==> config.mk <==
export PLATFORM = sky130hd
export DESIGN_NAME = set_bit_scanner
export DESIGN_NICKNAME = d
export VERILOG_FILES = /design/src/rtl/bit_scan_pkg.sv /design/src/rtl/bit_prio_enc.sv /design/src/rtl/set_bit_scanner.sv
export SDC_FILE = /design/constraint.sdc
export NUM_CORES = 1
export LEC_CHECK = 0
export CAP_MARGIN = 25
export CORE_ASPECT_RATIO = 1.5
export CORE_MARGIN = 2
export CORE_UTILIZATION = 51
export DETAILED_ROUTE_END_ITERATION = 10
export HOLD_SLACK_MARGIN = 0.06
export PLACE_DENSITY = 0.87
export SLEW_MARGIN = 20
export SYNTH_ARGS = -nofsm -noshare
export SYNTH_HDL_FRONTEND = slang
export SYNTH_HIERARCHICAL = 1
export SYNTH_SLANG_ARGS = --single-unit
==> constraint.sdc <==
create_clock -name clk -period 3.92 [get_ports clk]
set_input_delay 0.784 -clock clk [delete_from_list [all_inputs] [get_ports clk]]
set_output_delay 0.784 -clock clk [all_outputs]
set_load 0.01 [all_outputs]
==> src/rtl/bit_scan_pkg.sv <==
// bit_scan_pkg: shared state encoding, direction codes and index-width helper for the set-bit scanner.
package bit_scan_pkg;
  typedef enum logic {IDLE, SCAN} state_e;
  localparam logic DIR_LSB = 1'b0;
  localparam logic DIR_MSB = 1'b1;
  function automatic int idx_w(input int dw);
    return $clog2(dw) + 1;
  endfunction
endpackage

==> src/rtl/bit_prio_enc.sv <==
// bit_prio_enc: combinational lowest/highest set-bit index encoder.
module bit_prio_enc
  import bit_scan_pkg::*;
#(
  parameter int DATA_WIDTH = 32,
  parameter int IDX_W      = idx_w(DATA_WIDTH)
) (
  input  logic [DATA_WIDTH-1:0] vec,
  input  logic                  msb_first,
  output logic [IDX_W-1:0]      idx,
  output logic                  found
);
  logic [DATA_WIDTH-1:0] rev, src, onehot;
  logic [IDX_W-1:0]      enc;
  for (genvar i = 0; i < DATA_WIDTH; i++) begin : g_rev
    assign rev[i] = vec[DATA_WIDTH-1-i];
  end
  // MSB-first reuses the lowest-bit isolator on the mirrored word
  assign src    = msb_first ? rev : vec;
  assign onehot = src & (~src + DATA_WIDTH'(1));
  always_comb begin
    enc = '0;
    for (int i = 0; i < DATA_WIDTH; i++) enc = enc | (onehot[i] ? IDX_W'(i) : '0);
  end
  assign found = |vec;
  assign idx   = msb_first ? IDX_W'(DATA_WIDTH - 1) - enc : enc;
endmodule

==> src/rtl/set_bit_scanner.sv <==
// set_bit_scanner: streams the index of every set bit of each accepted word, one beat per cycle.
module set_bit_scanner
  import bit_scan_pkg::*;
#(
  parameter int DATA_WIDTH = 32,
  parameter int IDX_W      = idx_w(DATA_WIDTH)
) (
  input  logic                  clk,
  input  logic                  resetn,
  input  logic                  in_valid,
  output logic                  in_ready,
  input  logic [DATA_WIDTH-1:0] in_data,
  input  logic                  in_msb_first,
  output logic                  out_valid,
  input  logic                  out_ready,
  output logic [IDX_W-1:0]      out_idx,
  output logic [IDX_W-1:0]      out_ord,
  output logic                  out_last,
  output logic                  out_empty
);
  state_e                state_q, state_d;
  logic [DATA_WIDTH-1:0] work_q, work_d;
  logic [IDX_W-1:0]      ord_q, ord_d, enc_idx;
  logic                  dir_q, dir_d, empty_q, empty_d, up_q;
  logic                  found, scan, beat, acc;

  bit_prio_enc #(.DATA_WIDTH(DATA_WIDTH), .IDX_W(IDX_W)) u_enc (
    .vec      (work_q),
    .msb_first(dir_q == DIR_MSB),
    .idx      (enc_idx),
    .found    (found)
  );

  // up_q keeps in_ready low until the first edge after reset release
  always_ff @(posedge clk or negedge resetn) begin
    if (!resetn) begin
      state_q <= IDLE;
      work_q  <= '0;
      dir_q   <= DIR_LSB;
      ord_q   <= '0;
      empty_q <= 1'b0;
      up_q    <= 1'b0;
    end else begin
      state_q <= state_d;
      work_q  <= work_d;
      dir_q   <= dir_d;
      ord_q   <= ord_d;
      empty_q <= empty_d;
      up_q    <= 1'b1;
    end
  end

  always_comb begin
    state_d = acc ? SCAN : (beat && out_last) ? IDLE : state_q;
    work_d  = acc ? in_data : beat ? work_q & ~(DATA_WIDTH'(1) << enc_idx) : work_q;
    dir_d   = acc ? in_msb_first : dir_q;
    ord_d   = acc ? '0 : beat ? ord_q + 1'b1 : ord_q;
    empty_d = acc ? (in_data == '0) : empty_q;
  end

  always_comb begin
    scan      = state_q == SCAN;
    out_valid = scan;
    beat      = scan & out_ready;
    out_last  = scan & (empty_q | ((work_q & (work_q - 1'b1)) == '0));
    out_empty = scan & empty_q;
    out_idx   = !scan ? '0 : found ? enc_idx : IDX_W'(DATA_WIDTH);
    out_ord   = scan ? ord_q : '0;
    in_ready  = up_q & (!scan | (beat & out_last));
    acc       = in_valid & in_ready;
  end
endmodule

* Yosys cells after proc, flatten, opt, wreduce, memory -nomap -nowiden
Cells that the tools add are included.
Operators by class: shifts and indexed selects 1, multiplexer cells 42, reduce and logical (&&, ||, !) cells 7, add/subtract/negate cells 4, bitwise operators 43
Operators by type and width (count):
- $or A6 B6 Y6 | 30
- $and A32 B32 Y32 | 3
- $mux W32 | 3
- $mux W5 | 16
- $logic_not A32 Y1 | 2
- $not A32 Y32 | 2
- $mux W6 | 6
- $add A32 B1 Y32 const B | 1
- $mux W4 | 8
- $reduce_or A32 Y1 | 1
- $shl A1 B6 Y32 const A | 1
- $sub A32 B1 Y32 const B | 1
- $mux W3 | 4
- $add A6 B1 Y6 const B | 1
- $and A1 B1 Y1 | 6
- $sub A5 B6 Y6 const A | 1
- $mux W2 | 2
- $reduce_bool A2 Y1 | 2
- $mux W1 | 3
- $or A1 B1 Y1 | 2
- $logic_and A1 B1 Y1 | 1
- $logic_not A1 Y1 | 1
Word-level totals: logic and storage cells 103, bits of input ports 37, register bits after elaboration 42

* Logic depth before layout (Yosys ltp)
word-level depth 42, mapped depth 15

* Hierarchy
The synthesis kept the hierarchy.
By module, submodules not included:
- set_bit_scanner | cells an instance 312, times used 1, sequential area each 1051.0 µm², area each 2700.1 µm²
- bit_prio_enc | cells an instance 182, times used 1, sequential area each 0.0 µm², area each 1290.0 µm²

* Worst setup path before layout
OpenSTA, ideal clock, no wires.
path kind register -> output, from register work_q[3], to output port in_ready, required time 3.136 ns, cell stages (with the launch flop) 10, path slack -0.282 ns, arrival 3.418 ns, path buffers 1, cell sequence dfrtp_1 -> or4_1 -> clkbuf_1 -> or4_1 -> o41a_1 -> or4b_1 -> a2111oi_1 -> a41oi_1 -> o21ai_1 -> and2_1
On the way: cells in the longest elaborated chain, start to end 8
Ends and longest elaborated chain:
- start, declared | line set_bit_scanner.sv:22 | logic [DATA_WIDTH-1:0] work_q, work_d;
- start signal, assigned | line set_bit_scanner.sv:45 | work_q <= work_d;
- $sub A32 B1 Y32 | line set_bit_scanner.sv:65 | out_last = scan & (empty_q | ((work_q & (work_q - 1'b1)) == '0));
- $and A32 B32 Y32 (*) | line set_bit_scanner.sv:65
- $logic_not A32 Y1 (*) | line set_bit_scanner.sv:65
- $or A1 B1 Y1 (*) | line set_bit_scanner.sv:65
- $and A1 B1 Y1 (*) | line set_bit_scanner.sv:65
- $and A1 B1 Y1 (*) | line set_bit_scanner.sv:69 | in_ready = up_q & (!scan | (beat & out_last));
- $or A1 B1 Y1 (*) | line set_bit_scanner.sv:69
- $and A1 B1 Y1 (*) | line set_bit_scanner.sv:69
- end, declared | line set_bit_scanner.sv:11 | output logic in_ready,
Every way passes the cells marked *; elsewhere a longest branch is shown, timed or not.

* Worst setup path in the final report
Same ends and word-level chain as after synthesis.

==> flow_summary.ini <==
[outcome]
outcome = complete, but fails checks
violations = negative setup slack

[timing]
hold_violations = 0
finClkSkew_ns = 0.00739
rsz0062_at_grt = yes
slew_violations = 0
setup_ws_ns = -0.520
fin_crit_sh_pct = 113
fin_hold_ws_ns = 0.343
finalSetupViolCount = 3
relSlewSlack_pct = 60.2
fmaxAchievable_ghz = 0.225
period_minus_slack_ns = 4.44
tightest_slew_ns = 0.592

[logic_synthesis]
yosysWarnings = 6
syn_inst = 494
synth_nets = 532
yosys.area.top_type_share_pct = 26.3
ys.flop_type = dfrtp_1
mappedNetlistArea_um2 = 3990
synth_edf_count = 0
synthTopCellsByArea = dfrtp_1 26%, o21ai_0 9.3%, o31ai_1 6.6%
ys_seq_area_share_pct = 26.3
synth.largest_area_cell = dfrtp_1
ys_types = 74
async_reset_ff_share_pct = 100
avgSynthCellArea_um2 = 8.08
ys_ff_latch = 42

[power_and_ir_drop]
vdd_drop_max_mv = 0.535
p_sw_share_pct = 47.8
p_clk_share_pct = 10.5
seqPwrFrac_pct = 15.2
p_per_area_nw_per_um2 = 896
power.leakage_nw = 2.26
power.internal_mw = 2.68
p_sw_mw = 2.45
p_comb_share_pct = 74.3

[worst_hold_path]
hold_class = primary input to asynchronous set/reset pin

[global_route]
grt_start_max_net_pins = 71
grt_pass1_wl_um = 25700
antenna_found_initial = 0
grt_usage_pct = 38.2
grt_pass1_vias = 4914
grt_overflow = 0

[place]
place.gp.congestion = 1.04
place_inst = 704
place_ws_ns = -0.562
io_buffers = 52
dp_hpwl_um = 11600

[cells_and_area]
syn_to_final_growth_pct = 43.4
multi_input_area_um2 = 2870
antennaDiodeCount = 0
final_nets = 676
n_fill_cell = 590
seq_area_um2 = 1050
drive_above_1_share_pct = 29.4
final_cells = 741
finalCoreUtilization_pct = 75.2

[detailed_routing]
ant_nets = 0
routedWlPerCell_um = 22.0
first_iter_violations = 465
totalWireLength_um = 16300
drc = 0
via_count = 5116
vias_per_cell = 6.90
firstDrtPassIters = 5

[worst_setup_path]
reg2reg_depth = 23
path_class = register to primary output
cp.arrival_ns = 3.66
ff2ff_setup_slack_ns = -0.49
r2r_start = work_q[3]
r2r-end = out_valid
path_max_fanout = 2
crit_required_ns = 3.14
start_kind = register
cp-end-kind = primary output

[die]
initial_core_util_pct = 52.4
die_h_um = 112
std_cell_rows = 39
io_pins = 53
die_width_um = 76.2
core_um2 = 7610
die-area_um2 = 8560

[cts]
cts.clk_slew.worst_paths_ns = 0.06
cts_tree = yes
ctsHoldBuffers = 0
cts.sinks = 42
cts_buffers = 5
htree_levels = 2
clock_path_buffers = 2
clk_latency_ns = 0.29
root_buffer = clkbuf_16

[run]
cap_violations = 0
cell families (layout without fill, tap and decap cells):
family | count (synthesis) | after routing | synth area share, %
other cells | 2 | 2 | 0.188
fa+ha+maj | 3 | 3 | 0.815
simple gates | 202 | 202 | 30.7
compound gates | 179 | 179 | 30.5
mux | 14 | 14 | 3.76
buf+inv | 42 | 187 | 5.46
flops | 42 | 42 | 26.3
xor+xnor | 10 | 10 | 2.19
final cells by class:
cell class	count	share of cell area, %
clock buffer	5	2.19
timing repair buffer	168	25.2
inverter	11	0.721
tap	102	2.23
sequential	42	18.4
multi-input combinational	410	50.1
clock inverter	3	1.20
how the worst max path moves through the flow:
stage | startpoint | end | slack [ns] | depth (start not counted)
after global routing | work_q[3] | in_ready | -0.57 | 10
final | work_q[3] | in_ready | -0.52 | 11
after global placement | work_q[2] | in_ready | -0.48 | 9
after detailed placement | work_q[2] | in_ready | -0.56 | 9
after floorplan | work_q[2] | in_ready | 0.02 | 9
after CTS | work_q[3] | in_ready | -0.62 | 10
placed cells by master, fill, tap and decap left out, drive strengths merged, types with 7 or more instances in the layout:
cell type / synthesis / layout
a21oi: 9 / 9
nand2: 26 / 26
dfrtp: 42 / 42
nor4: 22 / 22
inv: 11 / 11
nand3: 9 / 9
or3: 8 / 8
o31ai: 35 / 35
mux2: 8 / 8
nand4: 13 / 13
buf: 16 / 119
nor3: 26 / 26
nand3b: 8 / 8
o21ai: 79 / 79
nor4b: 7 / 7
and2: 10 / 10
clkdlybuf4s50: 0 / 44
nor2: 33 / 33
power groups by stage:
stage,sequential [mW],combinational (mW),clock (mW)
2_1_floorplan,0.916,1.77,0
3_3_place_gp,0.777,3.27,0
3_5_place_dp,0.788,3.34,0
4_1_cts,0.767,3.57,0.538
5_1_grt,0.798,4.04,0.558
6_report,0.782,3.81,0.539
layer usage:
| layer | wire [um] | vias to the layer above | track usage, % |
|---|---|---|---|
| met4 | 1580 | 0 | 28.4 |
| met2 | 8020 | 368 | 67.8 |
| met5 | 0 | - | 0 |
| met3 | 1230 | 121 | 3.94 |
| li1 | - | 2232 | - |
| met1 | 5470 | 2395 | 41.9 |
worst max-delay path, cell delays in order, from the launching register on:
cell,delay (ns)
dfrtp_2,0.40
or4_4,0.55
or4_4,0.47
buf_6,0.15
or3_4,0.35
or3_4,0.37
a2111oi_4,0.34
a41oi_2,0.18
o21ai_2,0.21
buf_4,0.13
and2_4,0.13
buf_6,0.09
Yosys cell counts, types with 5 or more instances:
| library cell | instances |
|---|---|
| nand2b_1 | 6 |
| inv_1 | 11 |
| dfrtp_1 | 42 |
| xnor2_1 | 5 |
| nor4b_1 | 5 |
| mux2i_1 | 6 |
| o31ai_1 | 35 |
| clkbuf_1 | 14 |
| nand3b_1 | 8 |
| buf_6 | 5 |
| a31oi_1 | 5 |
| a21oi_1 | 9 |
| o21ai_0 | 74 |
| mux2_2 | 6 |
| buf_2 | 8 |
| nand2_1 | 26 |
| or2_2 | 5 |
| xor2_1 | 5 |
| and2_1 | 10 |
| and3_1 | 6 |
| nor2_1 | 33 |
| or4_1 | 5 |
| nor3_1 | 23 |
| nor4_1 | 19 |
| nand3_1 | 9 |
| nand4_1 | 13 |
| or3_1 | 8 |
repair_timing:
| item | in CTS | in global routing |
|---|---|---|
| gates resized for setup | 40 | 16 |
| pin swaps | 15 | 11 |
| setup endpoints to repair | 7 | 47 |
| buffers inserted | 30 | 4 |
stage by stage:
step                      area [um2]  power [mW]  setup TNS, ns
after detailed placement        5140        4.13         -0.876
final                           5720        5.13          -1.29
after CTS                       5630        4.87          -1.48
after global placement          5140        4.05         -0.767
after floorplan                 4010        2.69              0
after global routing            5720        5.39          -1.71
flip-flops by register name (all words and copies together), names as in the netlist:
register and count:
out_valid 1, ord_q 6, dir_q 1, up_q 1, empty_q 1, work_q 32
Note: power is estimated with default switching activity, not from simulation.
==> RTL change 1 (config.mk and constraints unchanged) <==
`DATA_WIDTH` is set to 32 in 2 places; all go to 48.
--- a/src/rtl/bit_prio_enc.sv
+++ b/src/rtl/bit_prio_enc.sv
@@ -4,3 +4,3 @@
 #(
-  parameter int DATA_WIDTH = 32,
+  parameter int DATA_WIDTH = 48,
   parameter int IDX_W      = idx_w(DATA_WIDTH)
--- a/src/rtl/set_bit_scanner.sv
+++ b/src/rtl/set_bit_scanner.sv
@@ -4,3 +4,3 @@
 #(
-  parameter int DATA_WIDTH = 32,
+  parameter int DATA_WIDTH = 48,
   parameter int IDX_W      = idx_w(DATA_WIDTH)
Ports: changed (resized in_data, out_idx and out_ord); port bits go from 53 to 71. No check against the original RTL was run, so the function may have changed too.
==> RTL change 1 against the original RTL <==
- the flow now stops in global routing (5_1_grt)
- area after synthesis is 52% higher
==> RTL change 1: results (changes against the original RTL) <==
Outcome: stopped before the end (was finished, violations left). The stage where the flow stopped is global routing (5_1_grt). The tool reported: "[ERROR GRT-0116] Global routing finished with congestion. Check the congestion regions in the DRC Viewer". The buffer cell driving the clock tree root was sky130_fd_sc_hd__clkbuf_16 (unchanged).

For this run, the total global-route usage over all layers was measured as approximately three quarters. Post-synth top cells: sky130_fd_sc_hd__o21ai_0 (88), sky130_fd_sc_hd__dfrtp_1 (59), sky130_fd_sc_hd__nor2_1 (51) (was sky130_fd_sc_hd__o21ai_0 (74), sky130_fd_sc_hd__dfrtp_1 (42), sky130_fd_sc_hd__o31ai_1 (35)). The final RePlAce weighted congestion came out at 1.182 (was 1.041). The sequential-to-total area share from yosys stat came out at 24.33% (was 26.34%). The buffer levels on the longest clock path came out at 2 (unchanged).

The synthesized-area fraction occupied by adder cells is 0.5774% (was 0.8153%). The overall overflow remaining after global route is 113. The area fraction in compound gates after synthesis came to 30.03% (was 30.51%).

The number of cells after detailed placement is 1,168 (was 704). The total number of yosys warnings was 6 (unchanged). The number of I/O port buffers came out at 70 (was 52). The combinational family with the most area after synthesis was simple AND/OR/NAND/NOR gates (unchanged). The H-tree depth reported by CTS came out at 3 (was 2). The unique cell type count in the Yosys netlist came out at 78 (was 74). The xor and xnor fraction of the mapped netlist area came to 1.299% (was 2.195%). The net count after synthesis came out at 816 (was 532). The average cell area after synthesis is 7.972 um^2 (was 8.077 um^2).

The multiplexer fraction of the synthesized cell area is 7.074% (was 3.763%). Entering global routing, the biggest net connects 76 pins. The clock sink total is 59 (was 42). The number of CTS-inserted buffers is 9 (was 5).

Largest cells by area after synthesis: sky130_fd_sc_hd__dfrtp_1 (24%), sky130_fd_sc_hd__o21ai_0 (7.3%), sky130_fd_sc_hd__o31ai_1 (5.3%) (was sky130_fd_sc_hd__dfrtp_1 (26%), sky130_fd_sc_hd__o21ai_0 (9.3%), sky130_fd_sc_hd__o31ai_1 (6.6%)). The half-perimeter wire length after detailed placement came to 21.45 mm (was 11.64 mm).
==> RTL change 1: logic make-up after synthesis <==
family | Yosys count
fa+ha+maj | 3
compound gates | 265
other cells | 1
buf+inv | 66
simple gates | 321
xor+xnor | 9
mux | 37
flops | 59
==> RTL change 1: metal layers <==
layer  GRT usage [%]  overflow
met5           19.17         0
met4           74.10        35
met3           54.98         2
met2           92.47        76
met1           72.91         0
==> RTL change 1: repair_timing <==
action | 4_1_cts
endpoints found under the hold margin | 0
endpoints found under the setup margin | 67
pin swaps | 24
hold buffers | 0
gates cloned | 5
buffers inserted | 26
gates resized for setup | 125
==> RTL change 1: through the flow <==
| step | hold slack (ps) | area [um^2] | utilization, % | setup slack (ps) |
|---|---|---|---|---|
| 2_1_floorplan | 488.4 | 6132 | - | -110.4 |
| 3_3_place_gp | 550.9 | 8552 | 74.16 | -641.9 |
| 3_5_place_dp | 589.8 | 8552 | 74.16 | -798.0 |
| 4_1_cts | 602.5 | 9488 | 82.28 | -672.5 |
==> RTL change 2 (same flow settings) <==
Made on the original files. Make the reset (`resetn`) synchronous in one clocked block.
--- a/src/rtl/set_bit_scanner.sv
+++ b/src/rtl/set_bit_scanner.sv
@@ -34,3 +34,3 @@
   // up_q keeps in_ready low until the first edge after reset release
-  always_ff @(posedge clk or negedge resetn) begin
+  always_ff @(posedge clk) begin
     if (!resetn) begin
Behaviour: differs if resetn is asserted again (counterexample within 4 cycles, from zero or initial values and one cycle with resetn low); with resetn held inactive, the same outputs for 4 cycles.
==> RTL change 2 against the original RTL <==
- sequential cell count unchanged
- final area decreased by 13%
- routed wire length decreased by 14%
- worst hold slack improved by 150 ps
- non-clock buffer count decreased by 69
- count of clock-buffer cells in the layout increased by 2
- sequential share of layout area decreased by 1.4 points
- core utilization decreased by 8.7 points
- setup slack improved by 560 ps
- area after synthesis decreased by 2.3%
Power is not compared: it rests on default switching activity, and its combinational part moved more than twofold at a synthesized area within 25%.
==> RTL change 2: results (changes against the original RTL) <==
Outcome: completed (was finished, violations left). The path type of the worst min-delay path is reg2reg (was in2async). The first-pass GRT wire length is 22.08 mm (was 25.72 mm). The data arrival time of the worst path is 3090 ps (was 3660 ps).

The filler-free cell count of the finished design came out at 662 (was 741). The detailed-route wire length is 13.95 mm (was 16.30 mm). The sequential-to-total area share from yosys stat came out at 21.57% (was 26.34%). The met1 wire length is 4.971 mm (was 5.467 mm).

The met1 global-route usage is 39.93% (was 41.89%). The worst slack on hold paths came out at 494.5 ps (was 343.3 ps). The xor and xnor fraction of the mapped netlist area is 2.022% (was 2.195%). The maximum number of pins on one net before global-route repair came out at 73 (was 71).

The worst reg-to-reg path cell count is 13 (was 23). The worst-path maximum fanout came out at 5 (was 2). The length of routed met2 wiring came out at 7.001 mm (was 8.023 mm). The via count came out at 4,302 (was 5,116).

The synthesized-area fraction occupied by adder cells came to 1.091% (was 0.8153%). The number of cells after detailed placement came out at 645 (was 704). The routed wire length on met3 is 902 um (was 1.229 mm).

The count of nets after finishing was 597 (was 676). The first element of the critical path is work_q[6]$_SDFFE_PN0P_ (was work_q[3]$_DFFE_PN0P_). The reg-to-reg setup timing slack is 420 ps (was -490 ps). The pre-CTS setup slack is 32.35 ps (was -562.3 ps). The met3 track demand over resource is 4.818% (was 3.939%). The area fraction in compound gates after synthesis came out at 22.02% (was 30.51%). The beginning of the worst register-to-register path was dir_q$_SDFFE_PN0P_ (was work_q[3]$_DFFE_PN0P_). The capturing element of the worst setup path was out_last (was in_ready). The net count after synthesis came out at 518 (was 532). The achievable frequency is 258.0 MHz (was 225.2 MHz).
RTL change 2: changes by cell type after synthesis, sizes merged, moves of 34 or more:
cell   delta
nand2    +36
dfrtp    -42
o31ai    -35
mux2i    +34
dfxtp    +42
o21ai    -65
RTL change 2: worst max-delay path: stages, from the launching register on:
cell and delay, ps:
sky130_fd_sc_hd__dfxtp_1 410, sky130_fd_sc_hd__buf_4 200, sky130_fd_sc_hd__nor4_2 280, sky130_fd_sc_hd__nand4_2 150, sky130_fd_sc_hd__buf_4 180, sky130_fd_sc_hd__o21ai_0 230, sky130_fd_sc_hd__a22oi_1 150, sky130_fd_sc_hd__a2111oi_4 450
sky130_fd_sc_hd__a31o_1 210, sky130_fd_sc_hd__clkdlybuf4s50_1 530
RTL change 2: cell families after synthesis:
group | count (synthesis)
AO/OA/AOI/OAI | 108
XOR/XNOR | 9
adder cells (fa/ha/maj) | 4
buffers and inverters | 40
flip-flops | 42
multiplexers | 46
other | 1
AND/OR/NAND/NOR | 230
RTL change 2: where the power goes:
group	switching [W]	internal [W]	leakage [nW]	total [W]
registers	0.0000428	0.000447	0.345	0.000490
clock network	0.000172	0.000253	0.0739	0.000425
logic	0.000375	0.000312	1.47	0.000686
total	0.000589	0.00101	1.89	0.00160
RTL change 2: area by class of cell:
cell class                      count  area [um^2]
Clock inverter                      1        5.005
Clock buffer                        7        142.6
Sequential cell                    42        848.3
Tap cell                          102        127.6
Inverter                           13        48.80
Multi-Input combinational cell    398         2914
Timing Repair Buffer               99        908.4
Fill cell                         620         2520
RTL change 2: what timing repair did:
action / 4_1_cts / 5_1_grt
pin swaps: 5 / 5
gates resized for setup: 18 / 16
setup buffers: 4 / 5
setup endpoints to repair: 6 / 6
